`config.mk`:
```
export PLATFORM = sky130hd
export DESIGN_NAME = wave_gen_core
export DESIGN_NICKNAME = d
export VERILOG_FILES = /design/src/rtl/wave_gen_core.sv
export SDC_FILE = /design/constraint.sdc
export NUM_CORES = 1
export LEC_CHECK = 0
export ABC_AREA = 1
export CAP_MARGIN = 20
export CORE_MARGIN = 2
export CORE_UTILIZATION = 49
export DETAILED_ROUTE_END_ITERATION = 8
export PLACE_DENSITY = 0.77
export SLEW_MARGIN = 20
export SYNTH_ARGS = -nofsm -noshare
export SYNTH_HDL_FRONTEND = slang
export SYNTH_SLANG_ARGS = --single-unit
```
`constraint.sdc`:
```
create_clock -name clk -period 2.01 [get_ports clk]
set_input_delay 0.402 -clock clk [delete_from_list [all_inputs] [get_ports clk]]
set_output_delay 0.402 -clock clk [all_outputs]
set_load 0.05 [all_outputs]
```
`src/rtl/wave_gen_core.sv`:
```
// DDS waveform core: 16-bit phase accumulator feeding saw/square/sine shaping, attenuation and a registered DAC sample.
// Define WAVE_GEN_SINE_EN to build the quarter-wave sine table; without it wave_sel=2 outputs zero like the reserved code.
module wave_gen_core (
    input  logic        clk,
    input  logic        rst_n,
    input  logic        en,
    input  logic [1:0]  wave_sel,
    input  logic [11:0] state_freq,
    input  logic [2:0]  state_amp,
    input  logic [7:0]  state_phase,
    output logic [13:0] DAC_in
);

    logic [15:0]        r_acc;
    logic [13:0]        r_dac;

    logic [13:0]        w_phase;
    logic [13:0]        w_raw;
    logic               w_valid;
    logic signed [13:0] w_centered;
    logic signed [13:0] w_shifted;
    logic [13:0]        w_scaled;

    // The phase offset has zero low bits, so p[15:2] needs only acc[15:2].
    assign w_phase = r_acc[15:2] + {state_phase, 6'd0};

`ifdef WAVE_GEN_SINE_EN
    logic [1:0]  w_quad;
    logic [5:0]  w_idx;
    logic [12:0] w_mag;
    logic [13:0] w_sine;

    assign w_quad = w_phase[13:12];
    assign w_idx  = w_quad[0] ? (6'd63 - w_phase[11:6]) : w_phase[11:6];

    always_comb begin
        w_mag = 13'd0;
        case (w_idx)
            6'd0:  w_mag = 13'd101;   6'd1:  w_mag = 13'd301;   6'd2:  w_mag = 13'd502;   6'd3:  w_mag = 13'd703;
            6'd4:  w_mag = 13'd903;   6'd5:  w_mag = 13'd1102;  6'd6:  w_mag = 13'd1301;  6'd7:  w_mag = 13'd1499;
            6'd8:  w_mag = 13'd1696;  6'd9:  w_mag = 13'd1893;  6'd10: w_mag = 13'd2088;  6'd11: w_mag = 13'd2281;
            6'd12: w_mag = 13'd2474;  6'd13: w_mag = 13'd2665;  6'd14: w_mag = 13'd2854;  6'd15: w_mag = 13'd3041;
            6'd16: w_mag = 13'd3227;  6'd17: w_mag = 13'd3411;  6'd18: w_mag = 13'd3593;  6'd19: w_mag = 13'd3772;
            6'd20: w_mag = 13'd3950;  6'd21: w_mag = 13'd4124;  6'd22: w_mag = 13'd4297;  6'd23: w_mag = 13'd4467;
            6'd24: w_mag = 13'd4634;  6'd25: w_mag = 13'd4798;  6'd26: w_mag = 13'd4960;  6'd27: w_mag = 13'd5118;
            6'd28: w_mag = 13'd5274;  6'd29: w_mag = 13'd5426;  6'd30: w_mag = 13'd5575;  6'd31: w_mag = 13'd5720;
            6'd32: w_mag = 13'd5863;  6'd33: w_mag = 13'd6001;  6'd34: w_mag = 13'd6136;  6'd35: w_mag = 13'd6267;
            6'd36: w_mag = 13'd6395;  6'd37: w_mag = 13'd6519;  6'd38: w_mag = 13'd6638;  6'd39: w_mag = 13'd6754;
            6'd40: w_mag = 13'd6866;  6'd41: w_mag = 13'd6973;  6'd42: w_mag = 13'd7077;  6'd43: w_mag = 13'd7176;
            6'd44: w_mag = 13'd7271;  6'd45: w_mag = 13'd7361;  6'd46: w_mag = 13'd7447;  6'd47: w_mag = 13'd7528;
            6'd48: w_mag = 13'd7605;  6'd49: w_mag = 13'd7678;  6'd50: w_mag = 13'd7745;  6'd51: w_mag = 13'd7809;
            6'd52: w_mag = 13'd7867;  6'd53: w_mag = 13'd7921;  6'd54: w_mag = 13'd7969;  6'd55: w_mag = 13'd8013;
            6'd56: w_mag = 13'd8053;  6'd57: w_mag = 13'd8087;  6'd58: w_mag = 13'd8116;  6'd59: w_mag = 13'd8141;
            6'd60: w_mag = 13'd8161;  6'd61: w_mag = 13'd8176;  6'd62: w_mag = 13'd8185;  6'd63: w_mag = 13'd8190;
            default: w_mag = 13'd0;
        endcase
    end

    assign w_sine = w_quad[1] ? (14'd8192 - {1'b0, w_mag}) : (14'd8192 + {1'b0, w_mag});
`endif

    always_comb begin
        w_raw   = 14'd0;
        w_valid = 1'b0;
        case (wave_sel)
            2'd0: begin
                w_raw   = w_phase;
                w_valid = 1'b1;
            end
            2'd1: begin
                w_raw   = {14{w_phase[13]}};
                w_valid = 1'b1;
            end
`ifdef WAVE_GEN_SINE_EN
            2'd2: begin
                w_raw   = w_sine;
                w_valid = 1'b1;
            end
`endif
            default: begin
                w_raw   = 14'd0;
                w_valid = 1'b0;
            end
        endcase
    end

    // Offset binary <-> two's complement around 8192 is a flip of the MSB, so the
    // signed shift stays exact in 14 bits with no spare sign bit.
    assign w_centered = {~w_raw[13], w_raw[12:0]};
    assign w_shifted  = w_centered >>> state_amp;
    assign w_scaled   = {~w_shifted[13], w_shifted[12:0]};

    always_ff @(posedge clk) begin
        if (!rst_n) begin
            r_acc <= 16'd0;
            r_dac <= 14'd0;
        end else if (en) begin
            r_acc <= r_acc + {4'h0, state_freq};
            r_dac <= w_valid ? w_scaled : 14'd0;
        end else begin
            r_dac <= 14'd0;
        end
    end

    assign DAC_in = r_dac;

endmodule

```
==> flow_summary_export.csv, run 1 <==
group,metric,value,unit
place,dp_hpwl,5350,um
setup_path,path_cells,"dlygate4sd2_1, ha_1, nand2_1, nand2_2, buf_4, a21oi_2, nand3b_1, nand3_2, nand3_1, nand2_1, nor2_2, nor2_2",
sta,worst-slew-pin-transition,590,ps
power_and_ir_drop,ir_worst_vdd,0.494,mV
worst_hold_path,hold_path.class,"reg -> reg",
synth,synth_edf_count,0,
clock_network,clock-sinks,30,
synth,synth_xor_area_share,2.42,%
synth,muxShareOfSynthArea,0,%
place,port_buffers,41,
layout,syn2layout_area_growth,55.9,%
synth,synthAdderAreaFrac,10.9,%
sta,max_freq,501,MHz
layout,stdcell_count,558,
clock_network,cts_root_buf,"clkbuf_8",
global_routing,use_met1,31.5,%
global_routing,grt_pass1_vias,2979,
status,status,"completed",
synth,synth-compound-area-share,12.1,%
global_routing,gr-usage-met2,52.0,%
synth,async_flop_share,0,%
synth,synth_warnings,0,
synth,synth_top_family_by_area,"simple AND/OR/NAND/NOR gates",
global_routing,grt.busiest_layer,"met2",
setup_path,worstSetupStartpointType,"input port",
synth,ys_ff_latch,30,
drt,drc,0,
setup_path,path_class,"in -> reg",
floorplan,start_util,50.3,%
setup_path,slowest_delay,310,ps
synth,synth_largest_area_cell,"dfxtp_1",
clock_network,cts_buffer_depth,2,
sta,skew,6.52,ps
drt,vias,3111,
layout,fin_nets,536,
setup_path,r2r_cells,11,
synth,synth_area,2540,um^2
floorplan,core,5040,um^2
sta,grt_setup_unrepaired,"yes",
setup_path,crit_fanout,3,
sta,period_minus_slack,2000,ps
clock_network,clkTransAtPathRegs,70,ps
synth,synth_commonest_cells,"79 x nand2_1, 59 x nand3_1, 54 x nor2_1",
drt,ant_nets,0,
synth,yosys.area_share.simple,41.1,%
sta,slew_violations,0,
synth,synth.net_count,442,
place,preCtsSetupSlack,-552,ps
setup_path,slowest_stage,"ha_1",
setup_path,worst_setup_path_end_kind,"flip-flop",
synth,syn_avg_cell_area,6.46,um^2
worst_hold_path,hold_path_depth,2,
synth,synth_cell_types,38,
floorplan,die-area,5770,um^2
sta,setup_viol_count_final,0,
clock_network,htree_levels,2,
synth,ys_seq_area_share,23.7,%
drt,wl_per_cell,15.1,um
layout,diodes,0,
global_routing,grtUsageMet3,4.40,%
power_and_ir_drop,fin_total_pwr,2.46,mW
floorplan,io_pins,42,
sta,finalCritPeriodShare,99.3,%
synth,synthTopCellsByArea,"dfxtp_1 24%, nand2_1 12%, nand3_1 12%",
floorplan,rows,26,
global_routing,antenna_found_initial,0,
setup_path,arrival,2190,ps
power_and_ir_drop,p_leak,1.86,nW
sta,timing.final.ws_setup,14.3,ps
layout,drive_gt1_share,33.4,%
global_routing,grt_pass1_wl,13300,um
place,gp_congestion,0.896,
place,place_inst,544,
global_routing,grt_max_degree,20,
synth,synth.most_common_cell,"nand2_1",
clock_network,cts_tree,"done",
synth,yosysTopAreaCellShare,23.7,%
synth,synthCells,393,
floorplan,die_w,76.0,um
floorplan,dieHeight,76.0,um
flow_run,maxCapViolCount,0,
drt,drt-initial-drc-count,293,
drt,firstDrtPassIters,5,
clock_network,cts_buffers,5,
synth,synth_flop_cell,"dfxtp_1",
sta,final_hold_viol_count,0,
global_routing,grt_use_total,28.1,%
global_routing,grt_overflow,0,
clock_network,clk_latency,290,ps
setup_path,required,2200,ps
power_and_ir_drop,pwr_density_cell,623,nW/um^2
sta,slew_headroom,60.6,%
drt,drt-total-wl,8400,um
drt,vias_per_cell,5.58,
[cells by family after synthesis]
kind of cell             after synthesis
AO/OA/AOI/OAI                         55
XOR/XNOR                               7
adder cells (fa/ha/maj)               21
buffers and inverters                 60
flip-flops                            30
AND/OR/NAND/NOR                      220
[power breakdown]
| part | internal, mW | leakage [nW] | total, mW | switching [mW] |
|---|---|---|---|---|
| Combinational | 0.461 | 1.54 | 1.01 | 0.547 |
| Sequential | 0.634 | 0.249 | 0.671 | 0.0370 |
| Clock | 0.529 | 0.0714 | 0.786 | 0.257 |
[path summary, 6_finish.rpt]
path / start / endpoint / slack, ps
worst max-delay path: state_phase[1] / DAC_in[6] / 10
worst min-delay path: r_acc[0] / r_acc[0] / 500
worst max register to register: r_acc[9] / DAC_in[6] / 40
worst min register to register: r_acc[0] / r_acc[0] / 500
[critical path, delay by kind of cell]
kind,cells,cell delay (ps)
buffers and inverters,2,430
and+or+nand+nor,8,930
AOI/OAI and AO/OA,1,110
adders and majority gates,1,310
[stage by stage]
step           utilization, %  TNS [ps]  hold WS [ps]  area, um^2
2_1_floorplan               -         0           467        2540
3_3_place_gp             66.6     -9730           498        3360
3_5_place_dp             66.6    -11170           493        3360
4_1_cts                  74.3         0           519        3750
5_1_grt                  78.4      -293           559        3960
6_report                 78.4         0           501        3960
[layer usage]
metal	vias up	share of wire [%]
met5	-	0
met4	0	4.7
met1	1409	37
met2	170	51
met3	47	6.9
li1	1485	-
[registers in the layout (all words and copies together) (netlist names)]
signal,cells
r_acc,16
DAC_in,14
[cells in the final DEF (no fill, tap or decap), types with 12 or more instances in the layout]
cell type        instances
clkdlybuf4s50_1         31
a21oi_1                 18
inv_1                   40
dfxtp_1                 24
nand2_1                 69
buf_4                   54
nor2_1                  49
nand3_1                 42
o21ai_0                 12
nand3_2                 28
[repair_timing]
| action | in CTS | in global routing |
|---|---|---|
| endpoints found under the setup margin | 22 | 23 |
| hold endpoints to repair | 0 | 0 |
| gates cloned | 3 | 0 |
| resized for setup | 54 | 53 |
| hold buffers | 0 | 0 |
| pin swaps | 31 | 25 |
| buffers inserted | 3 | 0 |
[area by class of cell]
class | count | area [um^2]
timing repair buffer | 96 | 816
inverter | 48 | 180
fill | 344 | 1090
tap | 70 | 87.6
clock buffer | 6 | 82.6
clock inverter | 2 | 60.1
multi-input combinational | 306 | 2120
sequential | 30 | 613
Note: power is estimated with default switching activity, not from simulation.
==> run 2: changes to the inputs <==
--- a/config.mk
+++ b/config.mk
@@ -10,6 +10,7 @@
 export CORE_MARGIN = 2
 export CORE_UTILIZATION = 49
 export DETAILED_ROUTE_END_ITERATION = 8
+export GPL_TIMING_DRIVEN = 0
 export PLACE_DENSITY = 0.77
 export SLEW_MARGIN = 20
 export SYNTH_ARGS = -nofsm -noshare
==> run 2 against run 1 <==
Compared with the run above:
- highest routed layer unchanged
- via count decreased by 3.4%
- largest cell class unchanged
- fmax down 0.66%
- hold slack got worse by 51 ps
- global-route usage down 4.1 points
==> flow_summary_export.csv, run 2 (same netlist as run 1, synthesis figures left out) <==
group,metric,value,unit
layout,n_fill_cell,360,
layout,post-route-util,74.4,%
place,dp_hpwl,4720,um
sta,worst-slew-pin-transition,701,ps
power_and_ir_drop,p_leak,1.75,nW
drt,vias_per_cell,5.61,
floorplan,die_w,76.0,um
power_and_ir_drop,p_seq_share,30.4,%
global_routing,grt_use_total,24.0,%
layout,syn2layout_area_growth,47.9,%
sta,slew_headroom,53.0,%
setup_path,worstSetupStartpointType,"input port",
sta,final_hold_viol_count,0,
setup_path,required,2230,ps
sta,period_minus_slack,2010,ps
power_and_ir_drop,p_int,1.39,mW
clock_network,cts_root_buf,"clkbuf_8",
global_routing,grt_overflow,0,
drt,drt-initial-drc-count,288,
power_and_ir_drop,clockPowerShare,27.7,%
setup_path,worst_setup_path_end_kind,"flip-flop",
drt,drc,0,
sta,slew_violations,0,
floorplan,rows,26,
layout,mostFrequentLayoutCells,"65 x nand2_1, 52 x nor2_1, 40 x inv_1",
layout,diodes,0,
sta,skew,7.97,ps
sta,setup_viol_count_final,0,
layout,largest-register,"r_acc",
clock_network,cts_buffers,5,
power_and_ir_drop,p_comb_share,41.8,%
drt,wl_per_cell,14.9,um
floorplan,die-area,5770,um^2
layout,multi_input_area,2080,um^2
layout,stdcell_count,535,
clock_network,cts_tree,"done",
clock_network,clock-sinks,30,
global_routing,grtUsageMet3,4.40,%
power_and_ir_drop,fin_total_pwr,2.19,mW
global_routing,grt_pass1_wl,11500,um
clock_network,clk_latency,290,ps
power_and_ir_drop,p_sw_share,36.7,%
layout,largest_register_ffs,16,
sta,finalCritPeriodShare,99.9,%
power_and_ir_drop,p_sw,0.805,mW
place,gp_congestion,0.910,
global_routing,grt_max_degree,11,
floorplan,dieHeight,76.0,um
layout,fin_nets,513,
setup_path,path_class,"in -> reg",
global_routing,antenna_found_initial,0,
place,place_inst,503,
drt,drt-total-wl,7990,um
place,port_buffers,40,
sta,max_freq,498,MHz
worst_hold_path,hold_path.class,"in -> reg",
floorplan,core,5040,um^2
layout,drive_gt1_share,31.2,%
drt,ant_nets,0,
power_and_ir_drop,pwr_density_cell,584,nW/um^2
place,dpl-instance-area,3030,um^2
global_routing,use_met1,28.8,%
sta,grt_setup_unrepaired,"yes",
floorplan,io_pins,42,
drt,firstDrtPassIters,5,
floorplan,start_util,50.3,%
drt,vias,3004,
clock_network,clkTransAtPathRegs,70,ps
setup_path,crit_fanout,4,
global_routing,grt_pass1_vias,2674,
flow_run,maxCapViolCount,0,
sta,whs,449,ps
layout,final_common_cell,"nand2_1",
setup_path,arrival,2230,ps
global_routing,gr-usage-met2,42.1,%
clock_network,cts_buffer_depth,2,
layout,stdcell_area,3750,um^2
status,status,"completed",
layout,regArea,621,um^2
global_routing,grt.busiest_layer,"met2",
power_and_ir_drop,ir_worst_vdd,0.340,mV
clock_network,htree_levels,2,
==> run 2: cell types whose count changed in the layout (fill, tap and decap cells not counted), sizes merged <==
cell,before,now
buf,55,30
clkbuf,7,12
clkdlybuf4s15,1,4
dlygate4sd2,7,4
nand3,77,74
clkinv,2,4
bufinv,2,1
dlymetal6s2s,1,0
==> run 2: final cells by class <==
class	instances	share of cell area (%)
multi-input combinational	303	55.5
clock buffer	5	1.83
tap	70	2.33
buffer	12	2.00
timing repair buffer	64	15.9
sequential	30	16.5
clock inverter	3	1.07
inverter	48	4.80
==> run 2: power groups by stage <==
| stage | Sequential [mW] | Clock, mW | Combinational [mW] |
|---|---|---|---|
| detailed placement | 0.676 | 0 | 0.669 |
| finish | 0.667 | 0.608 | 0.917 |
| CTS | 0.665 | 0.613 | 0.755 |
| global route | 0.670 | 0.646 | 1.00 |
| floorplan | 0.699 | 0 | 0.466 |
| global placement | 0.674 | 0 | 0.656 |
==> run 2: per-layer routing <==
layer,up-vias,part of all wire (%)
met3,32,6.4
met4,0,2.6
met1,1391,39
li1,1434,-
met2,147,52
met5,-,0
==> run 2: final timing paths <==
check	from	depth (start not counted)	to	slack [ps]
setup / recovery	state_phase[1]	15	DAC_in[12]	1
hold / removal	rst_n	3	r_acc[14]	450
setup reg to reg	r_acc[12]	14	DAC_in[12]	20
hold reg to reg	r_acc[0]	2	r_acc[0]	520
==> run 2: timing repair <==
item,4_1_cts,5_1_grt
pin swaps,28,47
setup buffers,12,12
gates cloned,2,0
endpoints found under the setup margin,22,21
hold buffers,0,0
endpoints found under the hold margin,0,0
gates resized for setup,44,76
==> run 2: through the flow <==
stage | setup WS (ps) | setup TNS [ps]
2_1_floorplan | 40.1 | 0
3_3_place_gp | -641 | -10980
3_5_place_dp | -669 | -11550
4_1_cts | 3.79 | 0
5_1_grt | -110 | -1130
6_report | 1.19 | 0
==> run 2: critical path: stages <==
cell and delay [ps]:
clkdlybuf4s15_1 250, ha_4 200, nor2_1 150, nand2_2 130, nand3_4 120, nand2_2 70, buf_4 140, buf_4 120
nand2_1 60, nand2_2 80, nand3_2 90, nand3_2 100, nand2_2 80, nand2_1 70, a21oi_2 140
==> variant, RTL diff (flow settings as in run 2) <==
Add a define of `WAVE_GEN_SINE_EN`.
--- a/src/rtl/wave_gen_core.sv
+++ b/src/rtl/wave_gen_core.sv
@@ -1,5 +1,7 @@
 // DDS waveform core: 16-bit phase accumulator feeding saw/square/sine shaping, attenuation and a registered DAC sample.
 // Define WAVE_GEN_SINE_EN to build the quarter-wave sine table; without it wave_sel=2 outputs zero like the reserved code.
+`define WAVE_GEN_SINE_EN
+
 module wave_gen_core (
     input  logic        clk,
     input  logic        rst_n,
Behaviour: not the same (a bounded check fails within 4 cycles, from zero or initial values and one cycle with rst_n low).
==> variant against run 2 <==
The run now ends with negative setup slack left. Core utilization down 1.5 points. Synthesized area up 72%. Power rose to 2.6 times the old value. Fmax shrank 47%. Register-to-register slack lost 1.8 ns. Sequential cell count is the same. Worst setup slack worse by 1.8 ns. Routed wire length up 110%. Global-route usage is 9.3 points higher. Count of clock-buffer cells in the layout increased by 1. Cell area increased by 69%. Largest cell class unchanged. Largest power group unchanged.
==> variant: results (changes against run 2) <==
- Largest fanout on the critical path: 8 (+4)
- Most used DFF post-synth: dfxtp_1
- Layout cell share with drive strength beyond 1: 35.5% (+4.3 points)
- DR pass1 iterations: 6 (+1)
- Register area share after synthesis: 13.8% (-9.9 points)
- Port bufs: 39 (-2.5%)
- Gr usage total: 33.3% (+9.3 points)
- RD Place Congestion: 1.02 (+13%)
- Ys Warns: 0 (unchanged)
- Nets: 910 (+77%)
- Failing checks: negative setup slack
- Filler cells: 663 (+84%)
- Final Setup Violations: 21 (+21)
- Setup WS post-layout: -1.79 ns (-1.79 ns)
- DRC: 0 (unchanged)
- Critical Path AT: 3.98 ns (+1.75 ns)
- Routed WL: 16800 um (+110%)
- Synth Area in Adders: 9.23% (-1.7 points)
- Final HPWL DP: 10600 um (+120%)
- Switching power total: 3.05 mW (+280%)
- Pwr Density: 912 nW/um2 (+56%)
- Pleak: 3.06 nW (+75%)
- Final Hold Viols: 0 (unchanged)
- Slowest-stage cell, CP: dfxtp_4
- Clock root cell: clkbuf_8
- Max FFs per register: 16 (unchanged)
- VDD IR-drop max: 0.411 mV (+21%)
- Vias in the first global route: 5613 (+110%)
- Post-synth top cells: nand2_1, nand3_1, inv_1, nor2_1, a21oi_1
- Share of power burned in registers: 11.9% (-19 points)
- Yosys cell types: 34 (-11%)
- Max-slew headroom: 63.4% (+10 points)
- Max stage delay on crit path: 0.37 ns (+0.12 ns)
- Syn Nets: 808 (+83%)
- Via/cell ratio: 5.94 (+5.8%)
- Clock-net power: 0.644 mW (+5.9%)
- Setup TNS: -24.76 ns (-24.76 ns)
- Leading post-synthesis cells by cell area: nand2_1, nand3_1, dfxtp_1
- Compound-Gate Fraction of Synth Area: 11.2% (-0.93 points)
- DR iter-0 viols: 492 (+71%)
- Clock Path Buffers: 2 (unchanged)
- Post-Synth XOR/XNOR Area: 2.84% (+0.42 points)
- First-pass GRT wire length: 26500 um (+130%)
- Diode count: 0 (unchanged)
- Clock skew: 0.00586 ns (-0.00211 ns)
- Status: finished, violations left
- Asr flop ratio synth: 0% (unchanged)
variant: metal layers:
metal  vias to the layer above  global-route usage, %  part of all wire (%)
li1                       2650                      -                     -
met1                      2588                   39.7                    38
met2                       360                   57.0                    49
met3                       100                   5.65                   7.9
met4                         0                   17.5                   5.7
met5                         -                      0                     0
variant: through the flow:
stage	hold slack, ns	instance area (um2)	instances	worst slack [ns]
floorplan	0.489	4530	749	-1.44
global placement	0.523	5060	896	-2.50
detailed placement	0.532	5060	896	-2.53
CTS	0.490	6040	960	-1.58
global route	0.531	6330	959	-1.96
finish	0.487	6330	959	-1.79
variant: area by class of cell:
cell class | instances | area, um2 | area share (%)
repair buffers | 95 | 845 | 13.3
flip-flops and latches | 30 | 621 | 9.80
clock buffers | 6 | 82.6 | 1.30
inverters | 92 | 350 | 5.53
clock inverters | 1 | 30.0 | 0.474
well taps | 108 | 135 | 2.13
plain buffers | 29 | 209 | 3.30
multi-input cells | 598 | 4060 | 64.1
variant: path summary, 6_finish.rpt:
path                              start                endpoint  slack [ns]  depth (start not counted)
setup reg to reg  r_acc[8]$_SDFFE_PN0P_    DAC_in[5]$_SDFF_PN0_       -1.79                         31
hold / removal                       en  r_acc[13]$_SDFFE_PN0P_        0.49                          4
hold reg to reg   r_acc[0]$_SDFFE_PN0P_   r_acc[0]$_SDFFE_PN0P_        0.58                          2
setup / recovery  r_acc[8]$_SDFFE_PN0P_    DAC_in[5]$_SDFF_PN0_       -1.79                         31
variant: timing repair:
item	4_1_cts	5_1_grt
resized for setup	128	90
buffers inserted	62	14
gates cloned	0	0
pin swaps	78	48
setup endpoints to repair	24	25
variant: cell families (layout without fill, tap and decap cells):
logic type,Yosys count,in the layout
fa+ha+maj,31,31
simple gates,465,465
compound gates,90,90
flops,30,30
buf+inv,121,223
xor+xnor,12,12
